==> src/rtl/fir_pkg.sv <==
// Shared opcode/state types and register-map helpers for the FIR control unit.
package fir_pkg;

   typedef enum logic [2:0] {
      OP_NOP         = 3'd0,
      OP_LOAD_SAMPLE = 3'd1,
      OP_LOAD_COEF   = 3'd2,
      OP_COPY        = 3'd3,
      OP_MUL         = 3'd4,
      OP_ADD         = 3'd5,
      OP_SUB         = 3'd6,
      OP_CLEAR       = 3'd7
   } op_e;

   typedef enum logic [2:0] {
      S_IDLE, S_COEF, S_SHIFT, S_STORE, S_ZERO, S_MUL, S_ACC, S_ERR
   } state_e;

   localparam logic [3:0] REG_ACC    = 4'd0;
   localparam logic [3:0] REG_NEWEST = 4'd1;

   typedef struct packed {
      op_e        op;
      logic [3:0] src1;
      logic [3:0] src2;
      logic [3:0] dest;
      logic [2:0] coeff_idx;
      logic       data_taken;
      logic       modwait;
      logic       err;
   } ctrl_t;

   // Coefficient Fk lives just above the N-deep sample history.
   function automatic logic [3:0] coef_reg(input int num_taps, input logic [2:0] k);
      return 4'(num_taps + 1 + int'(k));
   endfunction

   function automatic logic [3:0] scratch_reg(input int num_taps);
      return 4'(2 * num_taps + 1);
   endfunction

endpackage

==> src/rtl/fir_sample_counter.sv <==
// Sample counter with clear, enable and rollover; flags when the count sits
// exactly at the rollover value.
module fir_sample_counter #(
   parameter int CNT_BITS = 10,
   parameter int ROLLOVER = 1000
) (
   input  logic clk,
   input  logic rst,
   input  logic clear_i,
   input  logic count_enable_i,
   output logic flag_o
);

   localparam logic [CNT_BITS-1:0] ROLL = CNT_BITS'(ROLLOVER);

   logic [CNT_BITS-1:0] count_q, count_d;
   logic                flag_q;

   always_comb begin
      // NOTE: default first so every path assigns count_d and no latch is inferred.
      count_d = count_q;
      if (clear_i)
         count_d = '0;
      else if (count_enable_i)
         count_d = (count_q == ROLL) ? CNT_BITS'(1) : count_q + CNT_BITS'(1);
   end

   always_ff @(posedge clk or posedge rst) begin
      // NOTE: non-blocking assignments keep all registers updating on the same edge.
      if (rst) begin
         count_q <= '0;
         flag_q  <= 1'b0;
      end else begin
         count_q <= count_d;
         flag_q  <= (count_d == ROLL);
      end
   end

   assign flag_o = flag_q;

endmodule

==> src/rtl/fir_sequencer.sv <==
// FIR datapath control unit: per-sample shift/store/clear/MAC sequence,
// coefficient load sequence and the processed-sample counter.
module fir_sequencer import fir_pkg::*; #(
   parameter int NUM_TAPS     = 4,
   parameter int SAMPLE_LIMIT = 1000,
   parameter int CNT_BITS     = 10
) (
   input  logic       clk,
   input  logic       rst,
   input  logic       data_ready,
   input  logic       load_coeff,
   input  logic       overflow,
   output logic [2:0] op,
   output logic [3:0] src1,
   output logic [3:0] src2,
   output logic [3:0] dest,
   output logic [2:0] coeff_idx,
   output logic       data_taken,
   output logic       modwait,
   output logic       err,
   output logic       one_k_samples
);

   localparam logic [2:0] K_LAST    = 3'(NUM_TAPS - 1);
   localparam logic [3:0] R_SCRATCH = scratch_reg(NUM_TAPS);

   state_e     state_q, state_d;
   logic [2:0] k_q, k_d;
   ctrl_t      ctrl_q;

   always_comb begin
      state_d = state_q;
      k_d     = k_q;
      case (state_q)
         S_IDLE, S_ERR: begin
            if (load_coeff) begin
               state_d = S_COEF;
               k_d     = '0;
            end else if (data_ready) begin
               state_d = (NUM_TAPS == 1) ? S_STORE : S_SHIFT;
               k_d     = K_LAST;
            end
         end
         S_COEF: begin
            if (k_q == K_LAST) begin
               state_d = S_IDLE;
               k_d     = '0;
            end else begin
               k_d = k_q + 3'd1;
            end
         end
         S_SHIFT: begin
            if (k_q == 3'd1) state_d = S_STORE;
            else             k_d     = k_q - 3'd1;
         end
         S_STORE: state_d = S_ZERO;
         S_ZERO: begin
            state_d = S_MUL;
            k_d     = '0;
         end
         S_MUL:   state_d = S_ACC;
         S_ACC: begin
            if (overflow) begin
               state_d = S_ERR;
            end else if (k_q == K_LAST) begin
               state_d = S_IDLE;
               k_d     = '0;
            end else begin
               state_d = S_MUL;
               k_d     = k_q + 3'd1;
            end
         end
         default: state_d = S_IDLE;
      endcase
   end

   // Moore decode, evaluated on the next state so the outputs come straight from flops.
   function automatic ctrl_t decode(input state_e s, input logic [2:0] k);
      ctrl_t c;
      c = '0;
      case (s)
         S_COEF: begin
            c.op        = OP_LOAD_COEF;
            c.dest      = coef_reg(NUM_TAPS, k);
            c.coeff_idx = k;
            c.modwait   = 1'b1;
         end
         S_SHIFT: begin
            c.op      = OP_COPY;
            c.src1    = 4'(k);
            c.dest    = 4'(k) + 4'd1;
            c.modwait = 1'b1;
         end
         S_STORE: begin
            c.op         = OP_LOAD_SAMPLE;
            c.dest       = REG_NEWEST;
            c.data_taken = 1'b1;
            c.modwait    = 1'b1;
         end
         S_ZERO: begin
            c.op      = OP_CLEAR;
            c.dest    = REG_ACC;
            c.modwait = 1'b1;
         end
         S_MUL: begin
            c.op      = OP_MUL;
            c.src1    = REG_NEWEST + 4'(k);
            c.src2    = coef_reg(NUM_TAPS, k);
            c.dest    = R_SCRATCH;
            c.modwait = 1'b1;
         end
         S_ACC: begin
            c.op      = k[0] ? OP_SUB : OP_ADD;
            c.src1    = REG_ACC;
            c.src2    = R_SCRATCH;
            c.dest    = REG_ACC;
            c.modwait = 1'b1;
         end
         S_ERR:   c.err = 1'b1;
         default: ;
      endcase
      return c;
   endfunction

   always_ff @(posedge clk or posedge rst) begin
      if (rst) begin
         state_q <= S_IDLE;
         k_q     <= '0;
         ctrl_q  <= '0;
      end else begin
         state_q <= state_d;
         k_q     <= k_d;
         ctrl_q  <= decode(state_d, k_d);
      end
   end

   assign op         = ctrl_q.op;
   assign src1       = ctrl_q.src1;
   assign src2       = ctrl_q.src2;
   assign dest       = ctrl_q.dest;
   assign coeff_idx  = ctrl_q.coeff_idx;
   assign data_taken = ctrl_q.data_taken;
   assign modwait    = ctrl_q.modwait;
   assign err        = ctrl_q.err;

   fir_sample_counter #(
      .CNT_BITS (CNT_BITS),
      .ROLLOVER (SAMPLE_LIMIT)
   ) u_counter (
      .clk            (clk),
      .rst            (rst),
      .clear_i        ((state_q == S_COEF) && (k_q == 3'd0)),
      .count_enable_i (state_q == S_STORE),
      .flag_o         (one_k_samples)
   );

endmodule
==> config.mk <==
export PLATFORM = sky130hd
export DESIGN_NAME = fir_sequencer
export DESIGN_NICKNAME = d
export VERILOG_FILES = /design/src/rtl/fir_pkg.sv /design/src/rtl/fir_sample_counter.sv /design/src/rtl/fir_sequencer.sv
export SDC_FILE = /design/constraint.sdc
export NUM_CORES = 1
export LEC_CHECK = 0
export CORE_ASPECT_RATIO = 0.9
export CORE_MARGIN = 5
export CORE_UTILIZATION = 55
export DETAILED_ROUTE_END_ITERATION = 10
export GPL_ROUTABILITY_DRIVEN = 1
export MAX_ROUTING_LAYER = met4
export PLACE_DENSITY = 0.79
export SYNTH_ARGS = -nofsm -noshare
export SYNTH_HDL_FRONTEND = slang
export SYNTH_SLANG_ARGS = --single-unit
==> constraint.sdc <==
create_clock -name clk -period 6.45 [get_ports clk]
set_input_delay 1.29 -clock clk [delete_from_list [all_inputs] [get_ports clk]]
set_output_delay 1.29 -clock clk [all_outputs]
set_load 0.03 [all_outputs]
==> results of run 1 <==
==> per-stage QoR <==
stage | setup WS (ns) | instance area (um2) | util | hold WS (ns) | std cells
2_1_floorplan | 3.59 | 2240 | - | 0.521 | 231
3_3_place_gp | 2.94 | 2510 | 0.625 | 0.550 | 296
3_5_place_dp | 2.89 | 2510 | 0.625 | 0.560 | 296
4_1_cts | 3.18 | 2630 | 0.653 | 0.574 | 304
5_1_grt | 3.01 | 2630 | 0.653 | 0.609 | 304
6_report | 3.14 | 2630 | 0.653 | 0.583 | 304
==> registers in the layout (all words and copies together) (netlist names) <==
| signal | count |
|---|---|
| src2 | 4 |
| coeff_idx | 3 |
| data_taken | 1 |
| dest | 4 |
| modwait | 1 |
| k_q | 3 |
| err | 1 |
| src1 | 4 |
| u_counter.count_q | 10 |
| op | 3 |
| u_counter.flag_o | 1 |
| state_q | 3 |
==> worst max-delay path by stage <==
stage,cells past startpoint,end,slack [ns]
final,7,dest[3]$_DFF_PP0_,3.14
after global routing,7,src1[2]$_DFF_PP0_,3.01
after CTS,7,dest[3]$_DFF_PP0_,3.18
after detailed placement,9,src1[2]$_DFF_PP0_,2.89
after global placement,8,src1[2]$_DFF_PP0_,2.94
after floorplan,6,src1[2]$_DFF_PP0_,3.59
==> cells in the mapped netlist (4+ instances only) <==
cell | number | share of area
a21o_1 | 4 | 0.013
a21oi_1 | 15 | 0.033
a31oi_1 | 6 | 0.017
and3_1 | 4 | 0.011
buf_2 | 6 | 0.013
dfrtp_1 | 38 | 0.42
ha_1 | 7 | 0.039
inv_1 | 12 | 0.020
mux2i_1 | 4 | 0.018
nand2_1 | 15 | 0.025
nand2b_1 | 7 | 0.020
nand3_1 | 5 | 0.011
nor2_1 | 20 | 0.033
nor2b_1 | 6 | 0.017
nor3_1 | 7 | 0.016
o21ai_0 | 9 | 0.020
xnor2_1 | 5 | 0.020
xor2_1 | 4 | 0.016
==> logic make-up (layout without fill, tap and decap cells) <==
logic type | count (synthesis) | in the layout
xor gates and xnor gates | 9 | 9
and+or+nand+nor | 91 | 91
buffers and inverters | 22 | 47
adders and majority gates | 7 | 7
muxes | 4 | 4
DFF | 38 | 38
AOI/OAI and AO/OA | 60 | 60
==> layer usage <==
| metal | track usage | share of wire | up-vias |
|---|---|---|---|
| met1 | 0.269 | 0.46 | 859 |
| met5 | - | 0 | - |
| met2 | 0.283 | 0.46 | 66 |
| li1 | - | - | 879 |
| met4 | 0.0763 | 0.022 | 0 |
| met3 | 0.0394 | 0.054 | 12 |
==> power breakdown <==
group	internal (W)	switching, W
Combinational	0.000336	0.000489
Sequential	0.000315	0.000119
Clock	0.000115	0.0000882
Total	0.000766	0.000696
==> cell usage in the layout (no fill, tap or decap), types with 3 or more instances in the layout <==
cell type / synthesis / final
nor2b_1: 6 / 6
nand2_1: 15 / 15
nor2_1: 20 / 20
nand2b_1: 7 / 7
a31oi_1: 6 / 6
ha_1: 7 / 7
xor2_1: 4 / 4
clkbuf_8: 0 / 5
nor3_1: 7 / 7
dfrtp_1: 38 / 38
xnor2_1: 5 / 5
a21oi_1: 15 / 15
o21ai_0: 9 / 9
inv_1: 12 / 12
mux2i_1: 4 / 4
and2_1: 3 / 3
and3_1: 4 / 4
nand3_1: 5 / 5
nand4_1: 3 / 3
clkdlybuf4s50_1: 0 / 26
a21o_1: 4 / 4
==> area by class of cell <==
cell class / count / area [um2] / area share
Inverter: 12 / 45.0 / 0.0172
Clock buffer: 5 / 68.8 / 0.0262
Sequential cell: 38 / 951 / 0.362
Multi-Input combinational cell: 171 / 1190 / 0.453
Clock inverter: 3 / 45.0 / 0.0172
Timing Repair Buffer: 27 / 268 / 0.102
Tap cell: 48 / 60.1 / 0.0229
==> worst min-delay path: cells and delay by family (launching register included) <==
kind             cells  cell delay [ns]
XOR/XNOR             1             0.14
AND/OR/NAND/NOR      1             0.05
flip-flops           1             0.36
==> results.yml, run 1 <==
pwr:
  p_leak_nw: 1.16
  powerDensity_nw_per_um2: 557
  ir_drop_uv: 377
  p_total_w: 0.00146
timing:
  skew_ns: 0.00611
  rsz0062_at_grt: "false"
  setup_tns_ns: 0
  tightest_slew_ns: 0.882
  hold_violations: 0
  post-route-min-period_ns: 3.31
  fmax_ghz: 0.302
  slew-limit-headroom: 0.412
  slew_violations: 0
  fin_crit_sh: 0.514
  setup_viol: 0
detailed_routing:
  vias: 1816
  drtAntennaViolNets: 0
  dr.pass1.iters: 4
  drt_iter0_markers: 119
  post_drt_wl_per_cell_um: 15.8
  drc_errors: 0
  viasPerCell: 5.97
  wl_um: 4800
die:
  die_height_um: 70.6
  initial_utilization: 0.558
  core_area_um2: 4020
  ios: 27
  die_width_um: 77.3
  dieArea_um2: 5450
  rows: 22
worst_setup_path:
  r2r_start: "state_q[0]$_DFF_PP0_"
  cp-startpoint: "data_ready"
  reg2reg_to: "src1[1]$_DFF_PP0_"
  cpLargestDelayFamily: "compound AO/OA/AOI/OAI gates"
  reg2reg_slack_ns: 3.33
  start_kind: "input pin"
  critPathMaxStageDelay_ns: 0.60
  worst-path-buf-inv: 1
  cp_max_fo: 7
  path_cells: "clkdlybuf4s50_1 > nor2b_1 > o21ai_0 > a21oi_1 > o211ai_1 > nand4b_1 > o221ai_1"
  crit_type: "input pin to flip-flop"
  required_ns: 6.66
  cp.arrival_ns: 3.53
  slowest_stage: "clkdlybuf4s50_1"
  reg2reg_depth: 7
  crit_path_end_kind: "flip-flop"
logic_synthesis:
  ys.flop_type: "dfrtp_1"
  synth_nets: 243
  yosys.cell_types.count: 65
  synth_top_family_by_area: "simple AND/OR/NAND/NOR gates"
  yosys.area_share.simple: 0.244
  synth-seq-cells: 38
  netlist_instances: 231
  synth_edf_count: 0
  synthMuxAreaShare: 0.0179
  ys_seq_area_frac: 0.424
  ys_async_sr_fraction: 1.00
  synthXorXnorAreaFrac: 0.0352
  yosys.area_share.adder: 0.0391
  netlist_area_um2: 2240
  synth_compound_area_frac: 0.194
  syn_avg_cell_area_um2: 9.70
  ys_warn_count: 0
grt:
  grt_pass1_vias: 1714
  grt_max_degree: 39
  antenna_found_initial: 0
  track_usage: 0.195
  overflow: 0
  grt_pass1_wl_um: 8260
run_status:
  status: "complete, no violations"
clock_network:
  cts_tree: "built"
  cts_made_buffers: 5
  postCtsHoldBufs: 0
  clk_transition_reported_paths_ns: 0.08
  clock_latency_ns: 0.30
  cts.sink_count: 38
  clockBufferDepth: 2
  ctsResizeCount: 0
  cts_root_buffer: "clkbuf_8"
  postCtsSetupBuffers: 0
  cts-htree-levels: 2
hold_path:
  min_from: "u_counter.count_q[9]$_DFF_PP0_"
  hold_depth: 2
  hold_end: "u_counter.count_q[9]$_DFF_PP0_"
  min_path_type: "flip-flop to flip-flop"
flow_run:
  timing.max_cap.violations: 0
final_layout:
  antennaDiodeCount: 0
  area_growth_pct: 17.2
  nets: 267
  drive_gt1_frac: 0.0898
  fill_cells: 316
placed_design:
  hpwl_um: 3220
  place_congestion: 0.910
  numPortBuffers: 26
Power figures use the tool's default switching activity.
==> run 2, diff against run 1 <==
- CORE_UTILIZATION: 55 -> 50
- PLACE_DENSITY: 0.79 -> 0.76
- clock period: 6.45 -> 2.8 ns (I/O delays scaled with it)
==> run 2 against run 1 <==
  * Final area is 7.7% higher
  * Hold slack better by 0.0063 ns
  * Setup slack worse by 3.1 ns
  * Clock power grew to 2.8 times the previous value
  * Largest cell class unchanged
==> results.yml, run 2 (synthesis gave the netlist of run 1 again) <==
timing:
  slew_violations: 0
  setup_viol: 0
  hold_violations: 0
  post-route-min-period_ns: 2.75
  fmax_ghz: 0.363
  skew_ns: 0.00795
  tightest_slew_ns: 0.789
  fin_crit_sh: 0.983
  slew-limit-headroom: 0.471
  setup_ws_ns: 0.0472
final_layout:
  drive_gt1_frac: 0.163
  area_growth_pct: 26.2
  layout_commonest_cell: "dfrtp_1"
  top_register: "u_counter.count_q"
  final_cell_mix: "38 x dfrtp_1, 26 x clkdlybuf4s50_1, 21 x buf_4"
  antennaDiodeCount: 0
  largest_reg_flops: 10
  nets: 287
detailed_routing:
  drt_iter0_markers: 138
  drc_errors: 0
  wl_um: 5270
  drtAntennaViolNets: 0
  vias: 1881
  viasPerCell: 5.57
  post_drt_wl_per_cell_um: 15.6
  dr.pass1.iters: 4
clock_network:
  cts-htree-levels: 2
  cts.sink_count: 38
  postCtsHoldBufs: 0
  clk_transition_reported_paths_ns: 0.08
  clockBufferDepth: 2
  cts_root_buffer: "clkbuf_8"
  cts_tree: "built"
  clock_latency_ns: 0.29
  cts_made_buffers: 5
grt:
  overflow: 0
  antenna_found_initial: 0
  grt_max_degree: 39
  grt_pass1_vias: 1855
  grt_pass1_wl_um: 8850
  track_usage: 0.200
worst_setup_path:
  cp_max_fo: 4
  cp.arrival_ns: 2.98
  required_ns: 3.02
  start_kind: "flip-flop"
  crit_type: "flip-flop to flip-flop"
  reg2reg_depth: 10
  crit_path_end_kind: "flip-flop"
placed_design:
  numPortBuffers: 26
  post-place-ws_ns: 0.0250
  place_congestion: 0.956
  hpwl_um: 3840
hold_path:
  hold_depth: 2
  min_path_type: "flip-flop to flip-flop"
die:
  die_height_um: 73.5
  core_area_um2: 4400
  rows: 23
  ios: 27
  dieArea_um2: 5920
  initial_utilization: 0.509
  die_width_um: 80.6
pwr:
  powerDensity_nw_per_um2: 1320
  ir_drop_uv: 843
  p_leak_nw: 1.27
  p_total_w: 0.00372
run_status:
  status: "complete, no violations"
flow_run:
  timing.max_cap.violations: 0
[run 2: layout make-up]
class                      count  area (um2)
timing repair buffer          47         418
clock buffer                   5        68.8
sequential                    38         951
tap                           62        77.6
inverter                      12        45.0
fill                         356        1580
multi-input combinational    171        1200
clock inverter                 3        68.8
[run 2: final timing paths]
check / start / end / slack [ns]
worst max-delay path: k_q[1]$_DFF_PP0_ / src1[2]$_DFF_PP0_ / 0.05
worst min-delay path: u_counter.count_q[8]$_DFF_PP0_ / u_counter.count_q[8]$_DFF_PP0_ / 0.59
worst max register to register: k_q[1]$_DFF_PP0_ / src1[2]$_DFF_PP0_ / 0.05
worst min register to register: u_counter.count_q[8]$_DFF_PP0_ / u_counter.count_q[8]$_DFF_PP0_ / 0.59
max in group asynchronous: rst / k_q[2]$_DFF_PP0_ / 1.81
min in group asynchronous: rst / u_counter.count_q[1]$_DFF_PP0_ / 0.67
[run 2: what timing repair did]
| item | in CTS | in global routing |
|---|---|---|
| buffers inserted | 0 | 0 |
| resized for setup | 0 | 3 |
| endpoints found under the setup margin | 0 | 2 |
[run 2: per-stage QoR]
step / util / TNS [ns] / instances / cell area, um2 / hold WS (ns)
after floorplan: - / 0 / 231 / 2240 / 0.521
after global placement: 0.609 / 0 / 330 / 2680 / 0.554
after detailed placement: 0.609 / 0 / 330 / 2680 / 0.581
after CTS: 0.640 / 0 / 338 / 2820 / 0.595
after global routing: 0.642 / -0.0719 / 338 / 2830 / 0.620
final: 0.642 / 0 / 338 / 2830 / 0.590
[run 2: power breakdown]
part | switching, W | internal [W]
combinational | 0.00131 | 0.000975
clock | 0.000202 | 0.000357
sequential | 0.000149 | 0.000728
[run 2: worst max-delay path, stage by stage (launching register included)]
cell and delay (ns):
dfrtp_1 0.43, inv_1 0.13, ha_2 0.22, buf_4 0.12, or3b_4 0.40, a221oi_1 0.28
a211o_1 0.17, o22ai_2 0.09, ha_1 0.23, or4_4 0.54, o211ai_2 0.08
[run 2: layer usage]
layer	track usage	share of wire	vias up
met5	-	0	-
met4	0.0694	0.017	0
met3	0.0466	0.043	14
met2	0.319	0.48	47
met1	0.251	0.46	897
li1	-	-	923
